$ cat src/rtl/f1_start_sequencer.sv
// f1_start_sequencer: F1 start lights with programmable tick, random hold and reaction timer
module f1_start_sequencer #(
    parameter int WIDTH  = 16,
    parameter int LFSR_W = 7
) (
    input  logic             clk,
    input  logic             rst,
    input  logic [WIDTH-1:0] N,
    input  logic             trigger,
    input  logic             react,
    output logic [7:0]       data_out,
    output logic [15:0]      react_time,
    output logic             valid,
    output logic             false_start,
    output logic             busy
);
    typedef enum logic [2:0] {IDLE, LIGHTS, HOLD, GO, DONE} state_t;

    // Maximal-length Fibonacci tap masks, bit k-1 set for polynomial term x^k
    function automatic logic [31:0] tap_mask(input int w);
        case (w)
            2:       return 32'h0003;
            3:       return 32'h0006;
            4:       return 32'h000C;
            5:       return 32'h0014;
            6:       return 32'h0030;
            7:       return 32'h0060;
            8:       return 32'h00B8;
            9:       return 32'h0110;
            10:      return 32'h0240;
            11:      return 32'h0500;
            12:      return 32'h0E08;
            13:      return 32'h1C80;
            14:      return 32'h3802;
            15:      return 32'h6000;
            16:      return 32'hD008;
            default: return 32'h3 << (w - 2);
        endcase
    endfunction

    localparam logic [LFSR_W-1:0] TAPS = LFSR_W'(tap_mask(LFSR_W));
    localparam logic [LFSR_W-1:0] HOLD_LAST = LFSR_W'(1);

    state_t            state_q, state_d;
    logic [WIDTH-1:0]  cnt_q, cnt_d;
    logic [LFSR_W-1:0] lfsr_q, lfsr_d, hold_q, hold_d;
    logic [7:0]        lamps_q, lamps_d;
    logic [15:0]       rt_q, rt_d;
    logic              valid_q, valid_d, fs_q, fs_d, busy_q, busy_d;
    logic              active, tick;

    assign active = state_q == LIGHTS || state_q == HOLD;
    assign tick   = active && cnt_q == '0;
    assign cnt_d  = (!active || tick) ? N : cnt_q - WIDTH'(1);
    // The zero guard keeps the LFSR alive even if it were ever upset into the lock-up state
    assign lfsr_d = lfsr_q == '0 ? LFSR_W'(1) : {lfsr_q[LFSR_W-2:0], ^(lfsr_q & TAPS)};

    always_comb begin
        state_d = state_q;
        lamps_d = lamps_q;
        hold_d  = hold_q;
        rt_d    = rt_q;
        valid_d = valid_q;
        fs_d    = fs_q;
        if (active && react) begin
            state_d = DONE;
            lamps_d = '0;
            fs_d    = 1'b1;
        end else begin
            case (state_q)
                IDLE: state_d = trigger ? LIGHTS : IDLE;
                LIGHTS: if (tick) begin
                    lamps_d = {lamps_q[6:0], 1'b1};
                    if (lamps_q == 8'h7F) begin
                        hold_d  = lfsr_q;
                        state_d = HOLD;
                    end
                end
                HOLD: if (tick) begin
                    hold_d = hold_q - HOLD_LAST;
                    if (hold_q == HOLD_LAST) begin
                        lamps_d = '0;
                        rt_d    = '0;
                        state_d = GO;
                    end
                end
                GO: if (react) begin
                    valid_d = 1'b1;
                    state_d = DONE;
                end else begin
                    rt_d = rt_q == 16'hFFFF ? rt_q : rt_q + 16'd1;
                end
                DONE: if (trigger) begin
                    state_d = LIGHTS;
                    lamps_d = '0;
                    rt_d    = '0;
                    valid_d = 1'b0;
                    fs_d    = 1'b0;
                end
                default: state_d = IDLE;
            endcase
        end
        busy_d = state_d inside {LIGHTS, HOLD, GO};
    end

    always_ff @(posedge clk) begin
        if (rst) begin
            state_q <= IDLE;
            cnt_q   <= N;
            lfsr_q  <= LFSR_W'(1);
            hold_q  <= '0;
            lamps_q <= '0;
            rt_q    <= '0;
            valid_q <= 1'b0;
            fs_q    <= 1'b0;
            busy_q  <= 1'b0;
        end else begin
            state_q <= state_d;
            cnt_q   <= cnt_d;
            lfsr_q  <= lfsr_d;
            hold_q  <= hold_d;
            lamps_q <= lamps_d;
            rt_q    <= rt_d;
            valid_q <= valid_d;
            fs_q    <= fs_d;
            busy_q  <= busy_d;
        end
    end

    assign data_out    = lamps_q;
    assign react_time  = rt_q;
    assign valid       = valid_q;
    assign false_start = fs_q;
    assign busy        = busy_q;
endmodule

$ cat config.mk
export PLATFORM = sky130hd
export DESIGN_NAME = f1_start_sequencer
export DESIGN_NICKNAME = d
export VERILOG_FILES = /design/src/rtl/f1_start_sequencer.sv
export SDC_FILE = /design/constraint.sdc
export NUM_CORES = 1
export LEC_CHECK = 0
export BUFFER_PORTS_ARGS = -buffer_cell sky130_fd_sc_hd__buf_2
export CAP_MARGIN = 20
export CORE_MARGIN = 1
export CORE_UTILIZATION = 45
export DETAILED_ROUTE_END_ITERATION = 10
export PLACE_DENSITY = 0.74
export SYNTH_ARGS = -nofsm -noshare
export SYNTH_HDL_FRONTEND = slang
export SYNTH_SLANG_ARGS = --single-unit
$ cat constraint.sdc
create_clock -name clk -period 2.67 [get_ports clk]
set_input_delay 0.267 -clock clk [delete_from_list [all_inputs] [get_ports clk]]
set_output_delay 0.267 -clock clk [all_outputs]
set_load 0.005 [all_outputs]
==> impl_results.md <==
* Sink Count at 60
* Post-synth EDFFs at 0
* Post-Layout Inst Area at 3660 µm²
* Fill cell count at 648
* Fmax at 444 MHz
* Slowest CP cell: or4_4
* Die Y at 85.4 µm
* Setup bufs post-CTS at 0
* Post-synth top flop: dfxtp_1
* Final Hold Viols at 0
* Required time of the critical path at 2920 ps
* Starting Density at 0.463
* Ratio of cells with drive above 1 in the final layout at 0.192
* Post-synth top area share at 0.384
* PwrDens at 557 nW/µm²
* ANT cells at 0
* Starting DRT DRC Count at 182
* Most common cell on crit path: buf_4
* Clk buf depth at 2
* Max-cap violations at 0
* Vias in the first global route at 2832
* Period utilisation layout at 0.843
* CP max FO at 17
* Distinct cells, synth at 59
* Slew @ Worst Pin at 634 ps
* Data arrival, critical path at 2500 ps
* Setup crit start kind: flip-flop
* Total number of vias at 2971
* Sequential area share after synthesis at 0.384
* Port bufs at 46
* Root buf cell: clkbuf_8
* Synth top area cells: dfxtp_1, a21oi_1, nor2_1
* Total iterations of the first detailed-routing run at 5
* CTS buffer count at 9
* Max-slew violations at 0
* Cell with the most instances after synthesis: dfxtp_1
* # rows at 30
* Syn Nets at 410
* Post-cts sizing count at 0
* Initial antenna violation count at 0
* CP Class: reg -> reg
* Synth Instances at 385
* Critical path endpoint category: flip-flop
* Synth Warn # at 0
* Post-DP Area at 3440 µm²
* FFs w/ async S/R, synth at 0
* Die Wd at 85.4 µm
* Cells on worst reg2reg path at 7
* Levels on crit path at 7
* Clock slew at reported path FFs at 80 ps
* Clk Latency, worst-skew pair at 350 ps
* LEAKAGE at 1.42 nW
* CTS H-tree lvls at 3
* DP Wirelength at 4900 µm
* I/O pins at 47
* Via-to-Cell Ratio at 5.79
* WHS Path Cells at 3
* First-pass GRT wire length at 12600 µm
* Gr usage total at 0.216
* WP buf/inv at 2
* Detail Route Antenna Nets at 0
* Final WL at 7250 µm
* Mapped Area at 3130 µm²
* Post-CTS Hold Buffers at 0
* Core area at 6760 µm²
* Critical path's top delay family: simple AND/OR/NAND/NOR gates
* Hold Path Class: in -> reg
* Commonest cells in the netlist: dfxtp_1, nor2_1, a21oi_1
* Normalized max-slew margin at 0.576
* Status: completed
* Peak VDD IR at 0.000299 V
* Synth Area per Inst at 8.12 µm²
* Largest net degree at the start of global routing at 31
* Largest stage delay, worst path at 580 ps
* Nets at 453
* Die area at 7290 µm²
* Dominant cell type by area after synthesis: dfxtp_1
* Post-synthesis register bit count at 60
* WL per Instance at 14.1 µm
* DR DRC count at 0
* Setup TNS at 0 ps
* CTS tree: done
* Layout area overhead at 17.1%
* Fin crit period at 2250 ps
* GRT overflow at 0
* GPL Wtd Cong at 0.853
* Final Setup Violations at 0
* RSZ-0062 raised after global routing: no
* Final Skew at 10.2 ps
* Crit path cell chain: or4_4 > nor4_4 > buf_4 > a21oi_2 > buf_4 > or2_1 > o221a_1
registers in the layout, summed over array words and instances (netlist names):
name and flops:
cnt_q 16, state_q 3, busy 1, hold_q 7, valid 1, lfsr_q 7
data_out 8, react_time 16, false_start 1
tightest hold or removal path, cell delays in order:
cell     delay, ps
buf_2           70
nor2_1          30
a21oi_1         90
cell families (layout without fill, tap and decap cells):
logic type,Yosys count,after routing,synth area share
and+or+nand+nor,176,176,0.296
AOI/OAI and AO/OA,89,89,0.185
DFF,60,60,0.384
buffers and inverters,28,76,0.0348
xor gates and xnor gates,16,16,0.0448
muxes,11,11,0.0356
adders and majority gates,5,5,0.0200
area by class of cell:
| cell class | count | area (µm²) | share of cell area |
|---|---|---|---|
| multi-input cells | 297 | 1820 | 0.498 |
| well taps | 80 | 100 | 0.0273 |
| flip-flops and latches | 60 | 1200 | 0.328 |
| inverters | 6 | 22.5 | 0.00615 |
| clock buffers | 10 | 138 | 0.0376 |
| repair buffers | 54 | 290 | 0.0793 |
| clock inverters | 6 | 87.6 | 0.0239 |
path summary, 6_finish.rpt:
check	startpoint	slack [ps]	to
max	cnt_q[9]	420	react_time[8]
max reg2reg	cnt_q[9]	420	react_time[8]
min reg2reg	data_out[7]	470	data_out[7]
min	N[7]	150	cnt_q[7]
routing by layer:
layer | up-vias | GRT usage | wire length (µm)
li1 | 1484 | - | -
met1 | 1375 | 0.274 | 3340
met2 | 96 | 0.346 | 3340
met3 | 16 | 0.0418 | 390
met4 | 0 | 0.117 | 177
met5 | - | 0 | 0
power by group:
group | switching [mW] | leakage, nW | internal (mW) | total [mW]
registers | 0.0380 | 0.491 | 0.929 | 0.967
clock network | 0.377 | 0.105 | 0.549 | 0.925
logic | 0.0795 | 0.821 | 0.0684 | 0.148
total | 0.495 | 1.42 | 1.55 | 2.04
per-stage QoR:
step	total power, mW	setup slack, ps	util	instances	hold WS (ps)
final	2.04	419	0.542	513	154
after global routing	2.12	243	0.542	513	140
after CTS	2.06	421	0.542	513	140
after detailed placement	1.13	421	0.509	497	465
after global placement	1.13	459	0.509	497	464
after floorplan	1.08	586	-	385	399
cells in the final DEF, fill, tap and decap left out, drive strengths merged, types with 8 or more instances in the layout:
cell	n
a21oi	37
buf	54
mux2i	10
nand2	35
nor2b	8
nor2	45
xor2	9
nand3	17
nor3	15
o21ai	12
dfxtp	60
a31oi	9
clkbuf	10
No activity file was read; power rests on OpenSTA's default activity.
